--- config.mk ---
export PLATFORM = sky130hd
export DESIGN_NAME = bnn_neuron_feeder
export DESIGN_NICKNAME = d
export VERILOG_FILES = /design/src/rtl/bnn_neuron_feeder.sv
export SDC_FILE = /design/constraint.sdc
export NUM_CORES = 1
export LEC_CHECK = 0
export ABC_CLOCK_PERIOD_IN_PS = 6050
export CORE_ASPECT_RATIO = 1.5
export CORE_UTILIZATION = 25
export DETAILED_ROUTE_END_ITERATION = 10
export PLACE_DENSITY_LB_ADDON = 0.15
export SLEW_MARGIN = 20
export SYNTH_ARGS = -nofsm -noshare
export SYNTH_HDL_FRONTEND = slang
export SYNTH_SLANG_ARGS = --single-unit
--- constraint.sdc ---
create_clock -name clk -period 6.05 [get_ports clk]
set_input_delay 0.605 -clock clk [delete_from_list [all_inputs] [get_ports clk]]
set_output_delay 0.605 -clock clk [all_outputs]
set_load 0.01 [all_outputs]
--- src/rtl/bnn_neuron_feeder.sv ---
// bnn_neuron_feeder: buffers DEPTH activation/weight bytes and streams them into one binary neuron.
// Latency: res_valid DEPTH+NRN_LAT+2 cycles after start, or DEPTH+NRN_LAT+1 without BNN_FEEDER_AUTOCLR_EN.
// Backpressure: ld_ready drops while busy, when ena=0 or when the selected buffer is full; ena=0 freezes the frame.
module bnn_neuron_feeder #(
  parameter int DEPTH   = 8,
  parameter int NRN_LAT = 2
) (
  input  logic       clk,
  input  logic       rst_n,
  input  logic       ena,
  input  logic       ld_valid,
  input  logic       ld_sel,
  input  logic [7:0] ld_data,
  output logic       ld_ready,
  input  logic       wclr,
  input  logic       start,
  input  logic       o_neuron,
  output logic       nrn_rst,
  output logic       nrn_ena,
  output logic [7:0] nrn_data,
  output logic [7:0] nrn_weight,
  output logic       busy,
  output logic       res_valid,
  output logic       res_bit
);
  localparam int CW = $clog2(DEPTH + 1);
  localparam int KW = $clog2(DEPTH);
  localparam int DW = (NRN_LAT > 1) ? $clog2(NRN_LAT) : 1;
  localparam logic [CW-1:0] FULL   = CW'(DEPTH);
  localparam logic [KW-1:0] K_LAST = KW'(DEPTH - 1);
  localparam logic [DW-1:0] D_LAST = DW'(NRN_LAT - 1);

  typedef enum logic [2:0] {
    S_IDLE,
`ifdef BNN_FEEDER_AUTOCLR_EN
    S_CLR,
`endif
    S_STREAM,
    S_DRAIN,
    S_DONE
  } state_t;

  state_t        state;
  logic [CW-1:0] a_cnt;
  logic [CW-1:0] w_cnt;
  logic [KW-1:0] k;
  logic [KW-1:0] k_nxt;
  logic [DW-1:0] dcnt;
  logic          nrn_ena_q;
  logic          idle;
  logic          ld_fire;
  logic          wclr_ok;
  logic          start_ok;

  logic [7:0] act_mem [DEPTH];
  logic [7:0] wgt_mem [DEPTH];

  assign idle     = (state == S_IDLE);
  assign busy     = ~idle;
  assign k_nxt    = k + KW'(1);
  assign wclr_ok  = ena & idle & wclr;
  // wclr beats a same-cycle weight load, so the weight side is refused outright.
  assign ld_ready = ~rst_n & ena & idle &
                    (ld_sel ? ((w_cnt < FULL) & ~wclr) : (a_cnt < FULL));
  assign ld_fire  = ld_valid & ld_ready;
  assign start_ok = ena & idle & start & (a_cnt == FULL) & (w_cnt == FULL);
  assign nrn_ena  = nrn_ena_q & ena;

`ifdef BNN_FEEDER_AUTOCLR_EN
  assign nrn_rst = rst_n | (state == S_CLR);
`else
  assign nrn_rst = rst_n;
`endif

  always_ff @(posedge clk) begin
    if (ld_fire) begin
      if (ld_sel) wgt_mem[w_cnt[KW-1:0]] <= ld_data;
      else        act_mem[a_cnt[KW-1:0]] <= ld_data;
    end
  end

  always_ff @(posedge clk) begin
    if (rst_n) begin
      state      <= S_IDLE;
      a_cnt      <= '0;
      w_cnt      <= '0;
      k          <= '0;
      dcnt       <= '0;
      nrn_ena_q  <= 1'b0;
      nrn_data   <= '0;
      nrn_weight <= '0;
      res_valid  <= 1'b0;
      res_bit    <= 1'b0;
    end else if (ena) begin
      if (ld_fire && !ld_sel) a_cnt <= a_cnt + CW'(1);
      if (wclr_ok)                 w_cnt <= '0;
      else if (ld_fire && ld_sel)  w_cnt <= w_cnt + CW'(1);

      case (state)
        S_IDLE: begin
          if (start_ok) begin
`ifdef BNN_FEEDER_AUTOCLR_EN
            state      <= S_CLR;
`else
            state      <= S_STREAM;
            k          <= '0;
            nrn_ena_q  <= 1'b1;
            nrn_data   <= act_mem[0];
            nrn_weight <= wgt_mem[0];
`endif
          end
        end
`ifdef BNN_FEEDER_AUTOCLR_EN
        S_CLR: begin
          state      <= S_STREAM;
          k          <= '0;
          nrn_ena_q  <= 1'b1;
          nrn_data   <= act_mem[0];
          nrn_weight <= wgt_mem[0];
        end
`endif
        S_STREAM: begin
          if (k == K_LAST) begin
            state     <= S_DRAIN;
            dcnt      <= '0;
            nrn_ena_q <= 1'b0;
          end else begin
            k          <= k_nxt;
            nrn_data   <= act_mem[k_nxt];
            nrn_weight <= wgt_mem[k_nxt];
          end
        end
        S_DRAIN: begin
          if (dcnt == D_LAST) begin
            state     <= S_DONE;
            res_bit   <= o_neuron;
            res_valid <= 1'b1;
          end else begin
            dcnt <= dcnt + DW'(1);
          end
        end
        S_DONE: begin
          // Activations are consumed by the frame; weights stay until wclr.
          state     <= S_IDLE;
          res_valid <= 1'b0;
          a_cnt     <= '0;
        end
        default: state <= S_IDLE;
      endcase
    end
  end
endmodule

==> run_results.csv <==
group,metric,value,unit
hold_path,hp-start,"res_bit",
hold_path,min_to,"res_bit",
die,die_w,137,um
die,top_level_ports,38,
clock_tree,cts.sinks,161,
status,status,"finished clean",
clock_tree,cts_tree,"done",
cells_and_area,area_growth,18.1,%
clock_tree,cts_buffers,17,
die,die_h,204,um
clock_tree,worstSkewPairLatency,0.43,ns
sta,worst_slew_pin_slew,1.06,ns
cells_and_area,final_nets,514,
worst_setup_path,reg2reg_depth,6,
global_routing,grt_pass1_wl,26400,um
logic_synthesis,async_flop_share,0,
power_and_ir_drop,switching_share,0.191,
die,initial_core_util,0.255,
sta,timing.fmax,290,MHz
sta,setup_violations,0,
place,gp_congestion,0.752,
cells_and_area,diodes,0,
global_routing,track_usage,0.135,
cells_and_area,layout_commonest_cell,"edfxtp_1",
clock_tree,ctsResizeCount,0,
logic_synthesis,ys_seq_area_frac,0.662,
global_routing,grt_max_degree,33,
global_routing,grt_overflow,0,
routing,num_vias,3964,
routing,drtPass1Iterations,4,
flow_run,drv_cap,0,
power_and_ir_drop,clkPwrFrac,0.473,
sta,setup-tns-final,0,ns
logic_synthesis,ys.flop_type,"edfxtp_1",
logic_synthesis,yosys.area_share.simple,0.0577,
routing,wl_per_cell,21.1,um
logic_synthesis,synth.distinct_cells,50,
power_and_ir_drop,p_comb_frac,0.021,
clock_tree,holdBufCountCts,0,
cells_and_area,drive_above_1_share,0.122,
worst_setup_path,arrival,3.73,ns
worst_setup_path,worstPathRequired,6.34,ns
routing,avgViaCountPerCell,4.74,
sta,finalCriticalPeriod,3.45,ns
place,dp_hpwl,12000,um
power_and_ir_drop,p_switching,451,uW
logic_synthesis,syn_area_per_cell,15.0,um2
sta,fin_skew,0.00750,ns
hold_path,hold_depth,2,
cells_and_area,final_area,0.00804,mm2
logic_synthesis,yosysWarnings,0,
sta,hold_viol,0,
sta,slew_violations,0,
die,std_cell_rows,73,
worst_setup_path,rrSetupSlack,2.60,ns
worst_setup_path,r2r-end,"nrn_weight[3]",
logic_synthesis,synth.area.mux_share,0.106,
power_and_ir_drop,ir_worst_vdd,0.000155,V
logic_synthesis,synth_edf_count,128,
clock_tree,cts_max_path_buffers,2,
worst_setup_path,crit_type,"reg -> reg",
power_and_ir_drop,power_density,294,mW/mm2
global_routing,grt_pass1_vias,4230,
clock_tree,h-tree-depth,4,
clock_tree,cts_root_buffer,"clkbuf_16",
sta,rsz0062_at_grt,"no",
logic_synthesis,synth_top_family_by_area,"multiplexers",
clock_tree,cts_setup_buffers,0,
logic_synthesis,ys_seq_elements,161,
cells_and_area,layout_common_cells,"edfxtp_1 (128), a21oi_1 (40), clkdlybuf4s50_1 (37)",
worst_setup_path,start_kind,"register",
die,core,0.0267,mm2
sta,min_period_over_period,0.569,
hold_path,min_path_type,"reg -> reg",
global_routing,antenna_found_initial,0,
power_and_ir_drop,internal_power,1.91,mW
sta,slew_headroom,0.291,
logic_synthesis,synth-compound-area-share,0.106,
logic_synthesis,synth_xor_area_frac,0.00129,
worst_setup_path,r2r_start,"k[0]",
power_and_ir_drop,totalPowerFinal,2.36,mW
logic_synthesis,netlist_instances,453,
power_and_ir_drop,seq_power_share,0.507,
routing,drc_errors,0,
die,die-area,0.0279,mm2
worst_setup_path,crit_path_max_fanout,19,
worst_setup_path,worstSetupEndpointType,"register",
routing,ant_nets,0,
routing,drt-initial-drc-count,229,
clock_tree,clk_pin_slew,0.06,ns
logic_synthesis,syn_nets,481,
place,placed_cell_area,0.00742,mm2
place,port_buffers,37,
routing,finalWirelength,17600,um
power_and_ir_drop,power_leakage,2.50,nW
logic_synthesis,syn_area,0.00681,mm2
logic_synthesis,yosys.area_share.adder,0.0221,
[flip-flops by register name, indices dropped and copies added, names as in the netlist]
name        flops
a_cnt           4
act_mem        64
dcnt            1
k               3
nrn_data        8
nrn_ena_q       1
nrn_weight      8
res_bit         1
res_valid       1
state           2
w_cnt           4
wgt_mem        64
[stage by stage]
step                      hold slack (ns)  worst slack [ns]  utilization  instances
after floorplan                     0.454              3.59            -        453
after global placement              0.472              2.55        0.278        804
after detailed placement            0.492              2.47        0.278        804
after CTS                           0.511              2.59        0.301        836
after global routing                0.538              2.30        0.301        836
final                               0.500              2.60        0.301        836
[power by group through the flow]
stage               sequential, mW  combinational (mW)  clock [mW]
floorplan                     1.22              0.0174           0
global placement              1.22              0.0497           0
detailed placement            1.22              0.0506           0
CTS                           1.20              0.0507        1.14
global route                  1.20              0.0539        1.19
finish                        1.20              0.0490        1.12
[synthesized netlist by cell type (3+ instances only)]
cell type | number | area, um2
a211oi_1 | 11 | 82.6
clkbuf_8 | 5 | 68.8
mux4_1 | 3 | 78.8
clkbuf_1 | 8 | 30.0
a21oi_1 | 40 | 200
buf_4 | 3 | 22.5
nand3_1 | 7 | 35.0
nand2b_1 | 10 | 62.6
ha_1 | 12 | 150
a221oi_1 | 6 | 52.6
nand2_1 | 10 | 37.5
dfxtp_1 | 33 | 661
mux2i_1 | 33 | 330
mux4_2 | 13 | 293
o21ai_0 | 12 | 60.1
a2111oi_0 | 5 | 43.8
nor2_1 | 26 | 97.6
nor3_1 | 5 | 25.0
a2bb2oi_1 | 10 | 87.6
buf_6 | 7 | 78.8
inv_1 | 16 | 60.1
a22oi_1 | 11 | 82.6
edfxtp_1 | 128 | 3840
nor4_1 | 6 | 37.5
[cell families (layout without fill, tap and decap cells)]
kind of cell / after synthesis / in the layout
buffers and inverters: 44 / 90
adder cells (fa/ha/maj): 12 / 12
XOR/XNOR: 1 / 1
AND/OR/NAND/NOR: 77 / 77
multiplexers: 51 / 51
flip-flops: 161 / 161
AO/OA/AOI/OAI: 107 / 107
[per-layer routing]
layer | track usage | up-vias | wire (um)
met5 | 0 | - | 0
met4 | 0.0532 | 0 | 396
met3 | 0.0290 | 16 | 792
met2 | 0.258 | 102 | 9980
met1 | 0.140 | 2013 | 6450
li1 | - | 1833 | -
[worst max path at each step]
stage                     cells after the start  startpoint            end  slack [ns]
after floorplan                               8    state[0]  act_mem[1][0]        3.59
after global placement                        6       rst_n  act_mem[0][2]        2.55
after detailed placement                      5         ena  act_mem[0][2]        2.47
after CTS                                     6        k[0]  nrn_weight[5]        2.59
after global routing                          6        k[0]  nrn_weight[5]        2.30
final                                         6        k[0]  nrn_weight[3]        2.60
[layout make-up]
| type | count | area (um2) |
|---|---|---|
| sequential | 161 | 4500 |
| timing repair buffer | 42 | 408 |
| multi-input combinational | 248 | 2030 |
| clock inverter | 11 | 161 |
| fill | 2662 | 18600 |
| clock buffer | 21 | 450 |
| inverter | 16 | 60.1 |
| tap | 337 | 422 |
[critical path, stage by stage, from the launching register on]
cell and delay, ns:
dfxtp_1 0.42, ha_2 0.24, ha_1 0.86, nor2b_2 0.92
a221oi_1 0.23, a2111oi_0 0.52, nor4_1 0.11
Power figures use the tool's default switching activity.
